$ cat config.mk
export PLATFORM = sky130hd
export DESIGN_NAME = wb_queue_flat
export DESIGN_NICKNAME = d
export VERILOG_FILES = /design/src/rtl/wb_queue_if.sv /design/src/rtl/wb_queue.sv /design/src/flat_wrapper.sv
export SDC_FILE = /design/constraint.sdc
export NUM_CORES = 1
export LEC_CHECK = 0
export ABC_AREA = 1
export CORE_ASPECT_RATIO = 2
export CORE_MARGIN = 2
export CORE_UTILIZATION = 45
export DETAILED_ROUTE_END_ITERATION = 16
export GPL_TIMING_DRIVEN = 1
export HOLD_SLACK_MARGIN = 0.06
export PLACE_DENSITY_LB_ADDON = 0.1
export RECOVER_POWER = 25
export SYNTH_ARGS = -nofsm -noshare
export SYNTH_HDL_FRONTEND = slang
export SYNTH_SLANG_ARGS = --single-unit
$ cat constraint.sdc
create_clock -name clk -period 2.8 [get_ports clk]
set_input_delay 0.28 -clock clk [delete_from_list [all_inputs] [get_ports clk]]
set_output_delay 0.28 -clock clk [all_outputs]
set_load 0.01 [all_outputs]
$ cat src/rtl/wb_queue_if.sv
// wb_queue_if: EX-to-register-file write-back bus.
//   ex_wr_*  : EX result write request (valid/ready, rd, data)
//   reg_wr_* : head entry toward the register file write port, plus stall
// Modports:
//   master : EX / register-file side (drives requests and stall)
//   slave  : the write-back queue
interface wb_queue_if #(
  parameter int AW = 5,
  parameter int DW = 32
);
  logic          ex_wr_valid_i;
  logic          ex_wr_ready_o;
  logic [AW-1:0] ex_wr_rd_i;
  logic [DW-1:0] ex_wr_data_i;
  logic          reg_wr_valid_o;
  logic [AW-1:0] reg_wr_rd_o;
  logic [DW-1:0] reg_wr_data_o;
  logic          reg_wr_stall_i;

  modport master (
    output ex_wr_valid_i, ex_wr_rd_i, ex_wr_data_i, reg_wr_stall_i,
    input  ex_wr_ready_o, reg_wr_valid_o, reg_wr_rd_o, reg_wr_data_o
  );

  modport slave (
    input  ex_wr_valid_i, ex_wr_rd_i, ex_wr_data_i, reg_wr_stall_i,
    output ex_wr_ready_o, reg_wr_valid_o, reg_wr_rd_o, reg_wr_data_o
  );
endinterface

$ cat src/rtl/wb_queue.sv
// wb_queue: in-order write-back buffer between EX and the register file.
//   Accepts (rd, data) writes from EX, holds up to DEPTH entries, drains the
//   oldest entry one per cycle unless the register file stalls.
// Ports:
//   clk, rst_n        clock, synchronous active-low reset
//   bus (slave)       ex_wr_* request side, reg_wr_* drain side + stall
//   rs1/rs2_addr_i    ID read indices
//   rs1/rs2_hit_o     a pending entry matches the index
//   rs1/rs2_fwd_data_o data of the youngest matching pending entry
//   count_o           entries held
// Configuration:
//   WB_BYPASS_EN      when defined, build the pending-entry forwarding
//                     compare; otherwise hits and forward data are tied 0.
module wb_queue #(
  parameter int DEPTH = 4,
  parameter int AW    = 5,
  parameter int DW    = 32
) (
  input  logic          clk,
  input  logic          rst_n,
  wb_queue_if.slave     bus,
  input  logic [AW-1:0] rs1_addr_i,
  input  logic [AW-1:0] rs2_addr_i,
  output logic          rs1_hit_o,
  output logic [DW-1:0] rs1_fwd_data_o,
  output logic          rs2_hit_o,
  output logic [DW-1:0] rs2_fwd_data_o,
  output logic [AW:0]   count_o
);
  localparam int PW = $clog2(DEPTH);

  logic [PW-1:0] wr_ptr, rd_ptr;
  logic [AW:0]   count;
  logic [AW-1:0] rd_mem   [DEPTH];
  logic [DW-1:0] data_mem [DEPTH];

  logic ready, head_vld, enq, pop;

  // Readiness depends only on the registered count: a full queue refuses
  // a write even in a cycle where the head is draining.
  assign ready    = count < (AW+1)'(DEPTH);
  assign head_vld = count != '0;
  // A write to r0 completes the handshake but is dropped.
  assign enq      = bus.ex_wr_valid_i && ready && (bus.ex_wr_rd_i != '0);
  assign pop      = head_vld && !bus.reg_wr_stall_i;

  always_ff @(posedge clk) begin
    if (!rst_n) begin
      wr_ptr <= '0;
      rd_ptr <= '0;
      count  <= '0;
    end else begin
      if (enq) wr_ptr <= wr_ptr + PW'(1);
      if (pop) rd_ptr <= rd_ptr + PW'(1);
      case ({enq, pop})
        2'b10:   count <= count + (AW+1)'(1);
        2'b01:   count <= count - (AW+1)'(1);
        default: count <= count;
      endcase
    end
  end

  // Storage needs no reset: occupancy is defined by the count window.
  always_ff @(posedge clk) begin
    if (rst_n && enq) begin
      rd_mem[wr_ptr]   <= bus.ex_wr_rd_i;
      data_mem[wr_ptr] <= bus.ex_wr_data_i;
    end
  end

  assign bus.ex_wr_ready_o  = ready;
  assign bus.reg_wr_valid_o = head_vld;
  assign bus.reg_wr_rd_o    = head_vld ? rd_mem[rd_ptr]   : '0;
  assign bus.reg_wr_data_o  = head_vld ? data_mem[rd_ptr] : '0;
  assign count_o            = count;

`ifdef WB_BYPASS_EN
  logic [1:0][AW-1:0] rs_addr;
  logic [1:0]         rs_hit;
  logic [1:0][DW-1:0] rs_data;

  assign rs_addr = {rs2_addr_i, rs1_addr_i};

  for (genvar p = 0; p < 2; p++) begin : g_fwd
    // Walk entries oldest to youngest; the last match wins, so the
    // youngest pending value is forwarded. The head still counts even
    // when it pops this cycle.
    always_comb begin
      logic [PW-1:0] idx;
      rs_hit[p]  = 1'b0;
      rs_data[p] = '0;
      idx        = '0;
      for (int k = 0; k < DEPTH; k++) begin
        idx = rd_ptr + PW'(k);
        if (((AW+1)'(k) < count) && (rs_addr[p] != '0) &&
            (rd_mem[idx] == rs_addr[p])) begin
          rs_hit[p]  = 1'b1;
          rs_data[p] = data_mem[idx];
        end
      end
    end
  end

  assign rs1_hit_o      = rs_hit[0];
  assign rs1_fwd_data_o = rs_data[0];
  assign rs2_hit_o      = rs_hit[1];
  assign rs2_fwd_data_o = rs_data[1];
`else
  logic unused_rs_addr;
  assign unused_rs_addr = ^{rs1_addr_i, rs2_addr_i};
  assign rs1_hit_o      = 1'b0;
  assign rs1_fwd_data_o = '0;
  assign rs2_hit_o      = 1'b0;
  assign rs2_fwd_data_o = '0;
`endif
endmodule

$ cat src/flat_wrapper.sv
// flat-port wrapper written by rule: the top's interface ports become plain ports
module wb_queue_flat 
#(
  parameter int DEPTH = 4,
  parameter int AW    = 5,
  parameter int DW    = 32
)
  (clk, rst_n, rs1_addr_i, rs2_addr_i, rs1_hit_o, rs1_fwd_data_o, rs2_hit_o, rs2_fwd_data_o, count_o, bus_ex_wr_valid_i, bus_ex_wr_rd_i, bus_ex_wr_data_i, bus_reg_wr_stall_i, bus_ex_wr_ready_o, bus_reg_wr_valid_o, bus_reg_wr_rd_o, bus_reg_wr_data_o);
  wb_queue_if #(.AW(AW), .DW(DW)) bus_i ();
  input  logic clk;
  input  logic rst_n;
  input  logic [AW-1:0] rs1_addr_i;
  input  logic [AW-1:0] rs2_addr_i;
  output logic rs1_hit_o;
  output logic [DW-1:0] rs1_fwd_data_o;
  output logic rs2_hit_o;
  output logic [DW-1:0] rs2_fwd_data_o;
  output logic [AW:0] count_o;
  input wire logic [$bits(bus_i.ex_wr_valid_i)-1:0] bus_ex_wr_valid_i;
  input wire logic [$bits(bus_i.ex_wr_rd_i)-1:0] bus_ex_wr_rd_i;
  input wire logic [$bits(bus_i.ex_wr_data_i)-1:0] bus_ex_wr_data_i;
  input wire logic [$bits(bus_i.reg_wr_stall_i)-1:0] bus_reg_wr_stall_i;
  output wire logic [$bits(bus_i.ex_wr_ready_o)-1:0] bus_ex_wr_ready_o;
  output wire logic [$bits(bus_i.reg_wr_valid_o)-1:0] bus_reg_wr_valid_o;
  output wire logic [$bits(bus_i.reg_wr_rd_o)-1:0] bus_reg_wr_rd_o;
  output wire logic [$bits(bus_i.reg_wr_data_o)-1:0] bus_reg_wr_data_o;
  assign bus_i.ex_wr_valid_i = bus_ex_wr_valid_i;
  assign bus_i.ex_wr_rd_i = bus_ex_wr_rd_i;
  assign bus_i.ex_wr_data_i = bus_ex_wr_data_i;
  assign bus_i.reg_wr_stall_i = bus_reg_wr_stall_i;
  assign bus_ex_wr_ready_o = bus_i.ex_wr_ready_o;
  assign bus_reg_wr_valid_o = bus_i.reg_wr_valid_o;
  assign bus_reg_wr_rd_o = bus_i.reg_wr_rd_o;
  assign bus_reg_wr_data_o = bus_i.reg_wr_data_o;
  wb_queue #(.DEPTH(DEPTH), .AW(AW), .DW(DW)) u_core (.clk(clk), .rst_n(rst_n), .bus(bus_i), .rs1_addr_i(rs1_addr_i), .rs2_addr_i(rs2_addr_i), .rs1_hit_o(rs1_hit_o), .rs1_fwd_data_o(rs1_fwd_data_o), .rs2_hit_o(rs2_hit_o), .rs2_fwd_data_o(rs2_fwd_data_o), .count_o(count_o));
endmodule
==> out/results.ini <==
[status]
outcome = completed

[worst_setup_path]
crit_type = flop to output port
crit_fanout = 44
critPathRequiredTime_ns = 2.52
r2r-end = u_core.count_o[5]
worstSetupEndpointType = output port
cp_data_arrival_time_ns = 2.37
r2r-start = u_core.count_o[5]
r2r_slack_ns = 0.53
r2r_cells = 16
crit_path_start_kind = flop

[pwr]
p_leak_nw = 3.13
switching_share = 0.318
comb_power_share = 0.351
peakVddDrop_v = 0.000938
p_clk_frac = 0.294
power.net_switching_mw = 2.58
sequentialPowerShare = 0.355
internal_power_mw = 5.53
pwr_density_cell_nw_per_um2 = 951

[min_path]
hp-class = flop to flop
hold_depth = 2
hp-start = u_core.rd_ptr[1]

[clock_network]
cts_tree = built
holdBufCountCts = 0
clock_latency_ns = 0.42
cts_setup_buffers = 0
numCtsBuffers = 17
cts_max_path_buffers = 2
cts_max_level = 4
clock_sinks = 160
root_buffer = clkbuf_16
cts_resized = 0
cts.clk_slew.worst_paths_ns = 0.06

[placement]
dp.cells = 889
gp_congestion = 0.746
io_buffer_count = 85
dp_hpwl_um = 8930

[final_layout]
multi_input_area_um2 = 1840
final-seq-area_um2 = 4690
stdcell_count = 920
n_fill_cell = 1313
drive_gt1_frac = 0.0831
postLayoutCoreUtil = 0.558
nets = 771
diodes = 0
area_growth_pct = 21.4

[grt]
grt_usage = 0.180
first_global_vias = 4448
antenna_found_initial = 0
grt_max_degree = 45
grt_pass1_wl_um = 22500
grt-ovfl-total = 0

[yosys]
synth_enable_flop_cells = 148
synth_ff_type = edfxtp_1
netlist_instances = 615
avgSynthCellArea_um2 = 11.4
ys_seq_elements = 160
yosys.area.top_type_share = 0.633
seq_area_frac_synth = 0.667
synth_commonest_cells = 169 x nor2_1, 148 x edfxtp_1, 69 x buf_4, 61 x o21ai_1, 44 x a21oi_1
yosys_warnings = 0
synth_cell_type_count = 26
async_flop_share = 0
yosys.area.top_type = edfxtp_1
syn-cell-area_um2 = 7020
synthTopCellsByArea = edfxtp_1 63%, nor2_1 9.0%, buf_4 7.4%, o21ai_1 4.3%, dfxtp_1 3.4%
synth.most_common_cell = nor2_1

[die]
core_area_um2 = 15300
std_cell_rows = 64
dieWidth_um = 92.3
io_pins = 162
chipHeight_um = 181
initial_utilization = 0.459
dieArea_um2 = 16700

[timing]
worstMarginPinSlew_ns = 0.863
rsz0062_at_grt = false
fin_crit_sh = 0.946
setup_viol = 0
max_clock_freq_ghz = 0.377
relSlewSlack = 0.424
skew_ns = 0.00693
post-route-min-period_ns = 2.65
fin_tns_setup_ns = 0
drv_slew = 0
hold_viol_final = 0

[routing]
num_vias = 4508
drt_wl_total_um = 14800
drt-initial-drc-count = 252
drc_errors = 0
wl_per_cell_um = 16.1
drtAntennaViolNets = 0
drt-vias-per-instance = 4.90
firstDrtPassIters = 4

[run]
cap_violations = 0

-- state kept, by name (all words and copies together) (netlist names), named ones only --
name,flops
u_core.rd_ptr,2
u_core.data_mem,128
u_core.wr_ptr,2
u_core.rd_mem,20
u_core.count_o,6
-- metal layers --
metal / part of all wire / wire length [um] / global-route usage
met5: 0 / 0 / 0
met4: 0.017 / 252 / 0.0740
met3: 0.045 / 663 / 0.0367
met2: 0.54 / 8050 / 0.332
met1: 0.39 / 5810 / 0.196
-- how the worst max path moves through the flow --
stage,end,cells after the start,from,slack [ns]
after global routing,bus_reg_wr_data_o[25],6,flop,0.06
after floorplan,u_core.data_mem[0][0],5,u_core.count_o[5],-0.03
after detailed placement,u_core.count_o[4],12,bus_ex_wr_rd_i[1],0.21
after CTS,bus_reg_wr_data_o[25],6,flop,0.1
final,bus_reg_wr_data_o[16],6,flop,0.15
after global placement,u_core.count_o[4],12,bus_ex_wr_rd_i[1],0.27
-- cell usage in the layout, fill, tap and decap left out, drive strengths merged --
master,Yosys,routed
nor2,169,169
edfxtp,148,148
o21ai,78,78
conb,1,66
clkdlybuf4s50,0,61
a21oi,44,44
inv,25,26
dlygate4sd3,0,24
clkbuf,1,18
buf,91,18
nand2,17,17
dfxtp,12,12
nand3,11,11
ha,9,9
clkinv,1,7
bufinv,0,4
nand3b,2,2
xor2,2,2
clkinvlp,0,2
a21o,1,1
or2,1,1
xnor2,1,1
fa,1,1
-- metrics by stage --
step	hold slack, ns	power, mW	instance area [um2]	worst slack [ns]
finish	0.506	8.11	8530	0.151
global route	0.531	8.55	8530	0.0557
detailed placement	0.494	5.81	7910	0.205
CTS	0.473	8.22	8530	0.0955
floorplan	0.379	4.57	7270	-0.0261
global placement	0.481	5.77	7910	0.274
-- power groups by stage --
stage	sequential [mW]	clock, mW	combinational (mW)
after CTS	2.88	2.43	2.91
after global placement	2.92	0	2.85
after floorplan	2.93	0	1.64
after detailed placement	2.92	0	2.89
final	2.88	2.39	2.85
after global routing	2.89	2.53	3.13
-- cells by family after synthesis --
kind of cell / after synthesis / synth area share
AO/OA/AOI/OAI: 123 / 0.0880
adder cells (fa/ha/maj): 10 / 0.0189
other: 1 / 0.000534
XOR/XNOR: 3 / 0.00374
buffers and inverters: 118 / 0.110
flip-flops: 160 / 0.667
AND/OR/NAND/NOR: 200 / 0.112
-- cell type report --
type                            count  area share
Tap cell                          198      0.0290
Timing Repair Buffer              103       0.121
Clock inverter                     13      0.0221
Multi-Input combinational cell    402       0.216
Sequential cell                   160       0.549
Clock buffer                       18      0.0503
Inverter                           26      0.0117
-- worst max-delay path: stages, from the launching register on --
cell             delay (ns)
dfxtp_2                0.36
buf_4                  0.44
nor2_1                 0.10
nor2_1                 0.10
o21ai_1                0.08
a21oi_1                0.26
clkdlybuf4s50_1        0.60
No activity file was read; power rests on OpenSTA's default activity.
